[config.mk]
export PLATFORM = sky130hd
export DESIGN_NAME = btb_branch_predictor_flat
export DESIGN_NICKNAME = d
export VERILOG_FILES = /design/src/rtl/btb_branch_predictor_pkg.sv /design/src/rtl/btb_branch_predictor_if.sv /design/src/rtl/btb_branch_predictor_sat_counter.sv /design/src/rtl/btb_branch_predictor.sv /design/src/flat_wrapper.sv
export SDC_FILE = /design/constraint.sdc
export NUM_CORES = 1
export LEC_CHECK = 0
export BUFFER_PORTS_ARGS = -buffer_cell sky130_fd_sc_hd__buf_2
export CORE_MARGIN = 2
export CORE_UTILIZATION = 46
export CTS_BUF_LIST = sky130_fd_sc_hd__clkbuf_4 sky130_fd_sc_hd__clkbuf_8
export DETAILED_ROUTE_END_ITERATION = 10
export GPL_ROUTABILITY_DRIVEN = 0
export HOLD_SLACK_MARGIN = 0.05
export SYNTH_ARGS = -nofsm -noshare
export SYNTH_HDL_FRONTEND = slang
export SYNTH_SLANG_ARGS = --single-unit
[constraint.sdc]
create_clock -name clk -period 5.8 [get_ports clk]
set_input_delay 1.16 -clock clk [delete_from_list [all_inputs] [get_ports clk]]
set_output_delay 1.16 -clock clk [all_outputs]
set_load 0.005 [all_outputs]
[src/rtl/btb_branch_predictor_pkg.sv]
// Shared definitions for the BTB next-PC predictor.
//   - upd_kind_e : classification of one EX-stage update against the BTB.
//   - cnt_weak_taken / cnt_weak_not_taken : direction counter encodings
//     derived from the counter width (MSB=1 means predict taken).
package btb_branch_predictor_pkg;

    typedef enum logic [1:0] {
        UPD_NONE  = 2'd0,  // no update, or a not-taken miss (entry left alone)
        UPD_TRAIN = 2'd1,  // hit: move the counter, refresh target if taken
        UPD_ALLOC = 2'd2   // taken miss: overwrite the entry
    } upd_kind_e;

    // Weakly-taken = MSB set, rest clear; weakly-not-taken is one below it.
    // Written as a shift so it also holds for a 1-bit counter.
    function automatic logic [31:0] cnt_weak_taken(input int cnt_bits);
        return 32'd1 << (cnt_bits - 1);
    endfunction

    function automatic logic [31:0] cnt_weak_not_taken(input int cnt_bits);
        return (32'd1 << (cnt_bits - 1)) - 32'd1;
    endfunction

endpackage

[src/rtl/btb_branch_predictor_if.sv]
// Fetch/update bus between the pipeline and the BTB predictor.
//   master : pipeline side (drives pc, force_pc*, upd_*; reads predictions)
//   slave  : predictor side
// Handshake: there is no backpressure. upd_valid qualifies upd_* for exactly
// the cycle it is high and is consumed on that rising edge; the lookup
// signals (pc -> next_pc/pred_hit/pred_taken) are purely combinational.
interface btb_branch_predictor_if #(
    parameter int WORD_SIZE = 16
);
    logic [WORD_SIZE-1:0] pc;
    logic [WORD_SIZE-1:0] next_pc;
    logic                 pred_hit;
    logic                 pred_taken;
    logic                 force_pc;
    logic [WORD_SIZE-1:0] force_pc_data;
    logic                 upd_valid;
    logic [WORD_SIZE-1:0] upd_pc;
    logic                 upd_taken;
    logic [WORD_SIZE-1:0] upd_target;
    logic                 upd_mispredict;

    modport master (
        output pc, force_pc, force_pc_data,
        output upd_valid, upd_pc, upd_taken, upd_target, upd_mispredict,
        input  next_pc, pred_hit, pred_taken
    );

    modport slave (
        input  pc, force_pc, force_pc_data,
        input  upd_valid, upd_pc, upd_taken, upd_target, upd_mispredict,
        output next_pc, pred_hit, pred_taken
    );
endinterface

[src/rtl/btb_branch_predictor_sat_counter.sv]
// bp_sat_counter: next value of a CNT_BITS saturating up/down counter.
//   cnt : current value
//   up  : 1 = count up (taken), 0 = count down (not taken)
//   nxt : next value; holds at all-ones going up and at zero going down
module bp_sat_counter #(
    parameter int CNT_BITS = 2
) (
    input  logic [CNT_BITS-1:0] cnt,
    input  logic                up,
    output logic [CNT_BITS-1:0] nxt
);
    always_comb begin
        nxt = cnt;
        if (up) begin
            if (cnt != {CNT_BITS{1'b1}}) nxt = cnt + CNT_BITS'(1);
        end else begin
            if (cnt != '0) nxt = cnt - CNT_BITS'(1);
        end
    end
endmodule

[src/rtl/btb_branch_predictor.sv]
// btb_branch_predictor: direct-mapped BTB with per-entry saturating direction
// counters. Combinational lookup for IF, clocked update from EX resolution.
// Ports:
//   clk, reset_n        : clock (rising edge), asynchronous active-low reset
//   bus (slave)         : pc/next_pc/pred_hit/pred_taken, force_pc redirect,
//                         upd_* resolution from EX
//   stat_updates        : count of update cycles (BP_STATS_EN only, else 0)
//   stat_mispredicts    : count of mispredicting updates (BP_STATS_EN only)
//   upd_kind_dbg        : classification of the current update (debug)
// Optional feature: define BP_STATS_EN to build the statistics counters.
module btb_branch_predictor
    import btb_branch_predictor_pkg::*;
#(
    parameter int WORD_SIZE  = 16,
    parameter int INDEX_BITS = 4,
    parameter int CNT_BITS   = 2,
    parameter int STAT_BITS  = 16
) (
    input  logic                  clk,
    input  logic                  reset_n,
    btb_branch_predictor_if.slave bus,
    output logic [STAT_BITS-1:0]  stat_updates,
    output logic [STAT_BITS-1:0]  stat_mispredicts,
    output upd_kind_e             upd_kind_dbg
);
    localparam int ENTRIES = 2 ** INDEX_BITS;
    localparam int TAG_W   = WORD_SIZE - INDEX_BITS;
    localparam logic [CNT_BITS-1:0] CNT_WT  = CNT_BITS'(cnt_weak_taken(CNT_BITS));
    localparam logic [CNT_BITS-1:0] CNT_WNT = CNT_BITS'(cnt_weak_not_taken(CNT_BITS));

    logic [ENTRIES-1:0]  valid_q;
    logic [TAG_W-1:0]    tag_q    [ENTRIES];
    logic [WORD_SIZE-1:0] target_q [ENTRIES];
    logic [CNT_BITS-1:0] cnt_q    [ENTRIES];

    // ---------------- lookup ----------------
    logic [INDEX_BITS-1:0] l_idx;
    logic [TAG_W-1:0]      l_tag;
    logic                  l_hit;
    logic                  l_taken;

    assign l_idx   = bus.pc[INDEX_BITS-1:0];
    assign l_tag   = bus.pc[WORD_SIZE-1:INDEX_BITS];
    assign l_hit   = valid_q[l_idx] && (tag_q[l_idx] == l_tag);
    assign l_taken = l_hit && cnt_q[l_idx][CNT_BITS-1];

    always_comb begin
        bus.next_pc    = '0;
        bus.pred_hit   = 1'b0;
        bus.pred_taken = 1'b0;
        if (reset_n) begin
            bus.pred_hit   = l_hit;
            bus.pred_taken = l_taken;
            if (bus.force_pc)  bus.next_pc = bus.force_pc_data;
            else if (l_taken)  bus.next_pc = target_q[l_idx];
            else               bus.next_pc = bus.pc + WORD_SIZE'(1);
        end
    end

    // ---------------- update ----------------
    logic [INDEX_BITS-1:0] u_idx;
    logic [TAG_W-1:0]      u_tag;
    logic                  u_hit;
    logic [CNT_BITS-1:0]   u_cnt_nxt;

    assign u_idx = bus.upd_pc[INDEX_BITS-1:0];
    assign u_tag = bus.upd_pc[WORD_SIZE-1:INDEX_BITS];
    assign u_hit = valid_q[u_idx] && (tag_q[u_idx] == u_tag);

    bp_sat_counter #(.CNT_BITS(CNT_BITS)) u_sat (
        .cnt (cnt_q[u_idx]),
        .up  (bus.upd_taken),
        .nxt (u_cnt_nxt)
    );

    always_comb begin
        upd_kind_dbg = UPD_NONE;
        if (bus.upd_valid) begin
            if (u_hit)              upd_kind_dbg = UPD_TRAIN;
            else if (bus.upd_taken) upd_kind_dbg = UPD_ALLOC;
        end
    end

    always_ff @(posedge clk or negedge reset_n) begin
        if (!reset_n) begin
            valid_q <= '0;
            for (int i = 0; i < ENTRIES; i++) cnt_q[i] <= CNT_WNT;
        end else begin
            case (upd_kind_dbg)
                UPD_TRAIN: cnt_q[u_idx] <= u_cnt_nxt;
                UPD_ALLOC: begin
                    valid_q[u_idx] <= 1'b1;
                    cnt_q[u_idx]   <= CNT_WT;
                end
                default: ;
            endcase
        end
    end

    // Tag/target are not reset; valid gates them. Any taken update (train or
    // allocate) writes both - on a hit the tag rewrite is the same value.
    always_ff @(posedge clk) begin
        if (reset_n && bus.upd_valid && bus.upd_taken) begin
            tag_q[u_idx]    <= u_tag;
            target_q[u_idx] <= bus.upd_target;
        end
    end

    // ---------------- statistics ----------------
`ifdef BP_STATS_EN
    always_ff @(posedge clk or negedge reset_n) begin
        if (!reset_n) begin
            stat_updates     <= '0;
            stat_mispredicts <= '0;
        end else if (bus.upd_valid) begin
            stat_updates <= stat_updates + STAT_BITS'(1);
            if (bus.upd_mispredict) stat_mispredicts <= stat_mispredicts + STAT_BITS'(1);
        end
    end
`else
    logic unused_stat_inputs;
    assign unused_stat_inputs = bus.upd_mispredict;
    assign stat_updates       = '0;
    assign stat_mispredicts   = '0;
`endif

endmodule

[src/flat_wrapper.sv]
// flat-port wrapper written by rule: the top's interface ports become plain ports
module btb_branch_predictor_flat import btb_branch_predictor_pkg::*;
#(
    parameter int WORD_SIZE  = 16,
    parameter int INDEX_BITS = 4,
    parameter int CNT_BITS   = 2,
    parameter int STAT_BITS  = 16
)
  (clk, reset_n, stat_updates, stat_mispredicts, upd_kind_dbg, bus_pc, bus_force_pc, bus_force_pc_data, bus_upd_valid, bus_upd_pc, bus_upd_taken, bus_upd_target, bus_upd_mispredict, bus_next_pc, bus_pred_hit, bus_pred_taken);
  btb_branch_predictor_if #(.WORD_SIZE(WORD_SIZE)) bus_i ();
  input  logic clk;
  input  logic reset_n;
  output logic [STAT_BITS-1:0] stat_updates;
  output logic [STAT_BITS-1:0] stat_mispredicts;
  output upd_kind_e upd_kind_dbg;
  input wire logic [$bits(bus_i.pc)-1:0] bus_pc;
  input wire logic [$bits(bus_i.force_pc)-1:0] bus_force_pc;
  input wire logic [$bits(bus_i.force_pc_data)-1:0] bus_force_pc_data;
  input wire logic [$bits(bus_i.upd_valid)-1:0] bus_upd_valid;
  input wire logic [$bits(bus_i.upd_pc)-1:0] bus_upd_pc;
  input wire logic [$bits(bus_i.upd_taken)-1:0] bus_upd_taken;
  input wire logic [$bits(bus_i.upd_target)-1:0] bus_upd_target;
  input wire logic [$bits(bus_i.upd_mispredict)-1:0] bus_upd_mispredict;
  output wire logic [$bits(bus_i.next_pc)-1:0] bus_next_pc;
  output wire logic [$bits(bus_i.pred_hit)-1:0] bus_pred_hit;
  output wire logic [$bits(bus_i.pred_taken)-1:0] bus_pred_taken;
  assign bus_i.pc = bus_pc;
  assign bus_i.force_pc = bus_force_pc;
  assign bus_i.force_pc_data = bus_force_pc_data;
  assign bus_i.upd_valid = bus_upd_valid;
  assign bus_i.upd_pc = bus_upd_pc;
  assign bus_i.upd_taken = bus_upd_taken;
  assign bus_i.upd_target = bus_upd_target;
  assign bus_i.upd_mispredict = bus_upd_mispredict;
  assign bus_next_pc = bus_i.next_pc;
  assign bus_pred_hit = bus_i.pred_hit;
  assign bus_pred_taken = bus_i.pred_taken;
  btb_branch_predictor #(.WORD_SIZE(WORD_SIZE), .INDEX_BITS(INDEX_BITS), .CNT_BITS(CNT_BITS), .STAT_BITS(STAT_BITS)) u_core (.clk(clk), .reset_n(reset_n), .bus(bus_i), .stat_updates(stat_updates), .stat_mispredicts(stat_mispredicts), .upd_kind_dbg(upd_kind_dbg));
endmodule
Word-level counts from Yosys, hierarchy flattened:

Memories as Yosys holds them, arrays and structs flattened.
Index checks and enable logic that the tools add are counted.

* add/sub/neg operators: 3
* bitwise operators: 6
* multiplexer cells: 29
* reductions and logical operators: 9
* eq/ne operators: 5
* $lt $le $gt $ge: 6

Operators with widths (number)
* case mux 32 bit (2 select lines): 1
* 2-to-1 mux 16 bit: 3
* bitwise mux 32 bit: 1
* bitwise OR 16 bit: 2
* equality test 12 bit: 2
* 2-to-1 mux 2 bit: 11
* adder 16 x 1 -> 16 bit (second input constant): 1
* bitwise AND 16 bit: 1
* binary-select mux 2 bit (select 4 bit): 2
* NOT 16 bit: 1
* >= comparator 5 bit (second input constant): 2
* < comparator 4 x 5 -> 1 bit (second input constant): 2
* NOT 4 -> 5 bit: 2
* binary-select mux 1 bit (select 4 bit): 2
* demux 2 bit (select 4 bit): 1
* logical AND 1 bit: 7
* 2-to-1 mux 1 bit: 7
* < comparator 5 x 1 -> 1 bit (second input constant): 1
* demux 1 bit (select 4 bit): 1
* >= comparator 4 x 1 -> 1 bit (second input constant): 1
* nonzero test 2 bit: 2
* adder 2 x 1 -> 2 bit (second input constant): 1
* equality test 2 x 1 -> 1 bit (second input constant): 1
* equality test 2 bit (second input constant): 1
* 2 further kinds: 2

* flip-flop bits (word level): 48
* output and inout port bits: 52
* input port bits: 70
* RAM bits: 448
* memories kept: 2

Memories
* u_core.target_q: words 16, bits a word 16, read ports 1, clocked after Yosys merged registers in 0, write ports 1, RTL line btb_branch_predictor.sv:33 `logic [WORD_SIZE-1:0] target_q [ENTRIES];`
* u_core.tag_q: words 16, bits a word 12, read ports 2, clocked after Yosys merged registers in 0, write ports 1, RTL line btb_branch_predictor.sv:32 `logic [TAG_W-1:0] tag_q [ENTRIES];`

Depth between registers and ports, before layout:

* word-level depth: 9
* gate-level depth with buffers: 15
* mapped depth without buffers: 12

By module:

Synthesis repeated with hierarchy kept, for this count alone.

* cells, all modules: 1200
* area, all modules: 22501.6 sq um

Modules (own cells, without submodules)
* btb_branch_predictor: area each 22475.3 sq um, instances 1, cells an instance 1197
* bp_sat_counter: area each 26.3 sq um, instances 1, cells an instance 3

Worst setup path before layout:

Ideal clock, no wire load.

* kind: in2out
* start point: in bus_pc[0]
* end point: out bus_next_pc[10]
* path slack: 459 ps
* stages: 12
* data arrival time: 4181 ps
* cell sequence: buf_6 > buf_6 > buf_6 > buf_4 > buf_4 > buf_2 > buf_1 > mux4_2 > mux4_2 > nand2_1 > nor3_1 > a221o_1

* word-level cells in the longest chain between the ends: 8
* elaborated cells between the ends (all ways): 15

Ends and longest elaborated chain
* start, declared: RTL line flat_wrapper.sv:16 `input wire logic [$bits(bus_i.pc)-1:0] bus_pc;`
* branches (longest 5 deep; another with memory read (16 x 12 bit))
* 2-to-1 mux 16 bit (*): RTL line btb_branch_predictor.sv:55 `else if (l_taken) bus.next_pc = target_q[l_idx];`
* 2-to-1 mux 16 bit (*): RTL line btb_branch_predictor.sv:54 `if (bus.force_pc) bus.next_pc = bus.force_pc_data;`
* 2-to-1 mux 16 bit (*): RTL line btb_branch_predictor.sv:51 `if (reset_n) begin`
* end, declared: RTL line flat_wrapper.sv:24 `output wire logic [$bits(bus_i.next_pc)-1:0] bus_next_pc;`

Every way passes the cells marked *. The select of a mux whose other input is x is not followed.

Final worst setup path:

* start point: in bus_pc[0]
* end point: out bus_next_pc[0]

The elaborated chain is that of the path after synthesis.

==> metrics.csv <==
metric;value;unit
leakagePower;8.54;nW
synth_top_area_share;59.8;%
cts.path.max_buffers;3;
wl_per_cell;28.0;µm
nNetsFinal;1471;
status;complete, no violations;
cts_hold_buf;0;
die_y;225;µm
clock_sinks;496;
cts_setup_buffers;0;
post_drt_via_cell_ratio;6.10;
die-area;50700;µm²
dpl.cell_count;1936;
synth-edff-count;448;
root_buffer;clkbuf_8;
clock_skew;0.0184;ns
syn_inst;1243;
cts_max_level;3;
required;4.64;ns
drv_slew;0;
stdcell_count;2083;
drt-pass1-iter-count;5;
avgSynthCellArea;18.1;µm²
tns;0;ns
syn-cell-area;22500;µm²
final_area;25500;µm²
drt_iter0_drc;1267;
grt_pass1_vias;12800;
min_period;5.64;ns
clk_latency;0.67;ns
final-setup-viol-count;0;
synth_top_area_cell;edfxtp_1;
io_buffers;88;
cp_max_fo;18;
path_class;primary input to primary output;
cp-end-kind;primary output;
vias;12700;
synth-seq-cells;496;
clkTransAtPathRegs;0.06;ns
grt_antenna_before_repair;4;
grt_pass1_wl;85700;µm
placed_area;23900;µm²
drive_above_1_share;36.3;%
drv_cap;0;
io_pins;122;
dp_hpwl;35700;µm
initial_core_util;46.3;%
grt_max_degree;70;
area_growth;13.2;%
grt_overflow_total;0;
worst-r2r-setup-slack;1.71;ns
yosysWarnings;0;
cts_tree;yes;
startpoint_type;primary input;
hold_viol_final;0;
coreArea;48600;µm²
max_freq;177;MHz
synth.distinct_cells;62;
yosys-top-cells-area;edfxtp_1 (60%), mux4_2 (20%), dfrtp_1 (3.6%);
ys_seq_area_share;65.2;%
cts_resized;0;
ant_nets;0;
ys_dominant_reg_cell;edfxtp_1;
ir_drop;0.000184;V
fin_crit_sh;97.2;%
drc;0;
slew_headroom;30.9;%
tightest_slew;1.03;ns
grtUsageTotal;23.7;%
powerDensity;312;nW/µm²
synth-async-reset-ratio;9.68;%
reg2reg_to;u_core.cnt_q[23];
arrival;4.48;ns
numCtsBuffers;83;
die_x;225;µm
min-delay-path-class;primary input to async pin;
drt-total-wl;58300;µm
reg2reg_from;u_core.tag_q[15][5];
rsz0062_at_grt;false;
rows;81;
rr_worst_depth;14;
n_fill_cell;3934;
[state kept, by name (all words and copies together) (netlist names)]
signal	count
u_core.cnt_q	32
u_core.valid_q	16
u_core.tag_q	192
u_core.target_q	256
[stage by stage]
stage          power, mW  utilization (%)  hold slack (ns)  setup WS [ns]
3_5_place_dp        5.01             49.1            0.472          0.195
4_1_cts             8.02             52.4            0.354          0.185
3_3_place_gp        4.99             49.1            0.471          0.202
6_report            7.96             52.4            0.400          0.162
5_1_grt             8.26             52.4            0.362         0.0676
2_1_floorplan       4.74                -            0.440          0.459
[worst max-delay path by stage]
stage	startpoint	to	slack, ns	depth (start not counted)
3_5_place_dp	bus_pc[0]	bus_next_pc[2]	0.20	11
6_report	bus_pc[0]	bus_next_pc[0]	0.16	11
5_1_grt	bus_pc[0]	bus_next_pc[0]	0.07	11
4_1_cts	bus_pc[0]	bus_next_pc[9]	0.19	11
2_1_floorplan	bus_pc[0]	bus_next_pc[10]	0.46	12
3_3_place_gp	bus_pc[0]	bus_next_pc[2]	0.20	11
[cells in the mapped netlist, types with 17 or more instances]
cell type,count
edfxtp_1,448
mux4_2,195
nor2_1,69
clkbuf_1,39
mux2i_1,36
buf_4,35
nand2_1,34
dfrtp_1,32
nor3_1,27
o21ai_0,23
buf_2,19
a21oi_1,18
xnor2_1,17
[cell usage in the layout, fill, tap and decap left out, types with 9 or more instances in the layout]
master    instances
a21o_1            9
a21oi_1          18
a221o_1          11
buf_2            85
buf_4            63
clkbuf_4         33
clkbuf_8         85
clkinv_1         12
clkinv_2          9
conb_1           32
dfrtp_1          32
dfstp_2          16
edfxtp_1        448
inv_1            15
mux2i_1          36
mux4_2          195
nand2_1          34
nand3_1          16
nor2_1           53
nor2_4           16
nor2b_1          16
nor3_1           27
o21a_1           11
o21ai_0          23
o21bai_1         12
xnor2_1          17
xor2_1           13
[per-layer routing]
layer  up-vias  GRT usage [%]  wire [µm]
met5         -              0         23
met2       453           36.9      28100
met3       109           4.88       3570
li1       5381              -          -
met1      6758           33.6      24900
met4         4           7.97       1740
[final cells by class]
class	instances	area [µm²]	share of cell area, %
clock inverters	29	186	0.732
well taps	622	778	3.05
diodes	1	2.50	0.00982
inverters	15	56.3	0.221
clock buffers	117	1400	5.51
multi-input cells	649	7380	28.9
repair buffers	154	1000	3.94
flip-flops and latches	496	14700	57.6
[cell families after synthesis]
group | synth area share, %
buffers and inverters | 3.11
other | 0.0167
and+or+nand+nor | 4.36
adders and majority gates | 0.200
muxes | 21.6
AOI/OAI and AO/OA | 4.41
xor gates and xnor gates | 1.17
DFF | 65.2
[where the power goes]
group          internal [mW]  switching (mW)
Combinational          0.385           0.412
Clock                   1.61            1.40
Sequential              4.06          0.0793
[worst max-delay path: stages]
cell	delay [ns]
clkbuf_8	0.20
mux4_2	0.53
nor2b_2	0.13
nor2_1	0.06
a211o_1	0.28
or4_1	0.55
or4_1	0.58
or2_1	0.24
buf_4	0.21
a311oi_1	0.32
buf_2	0.17
(Power assumes the default switching activity.)
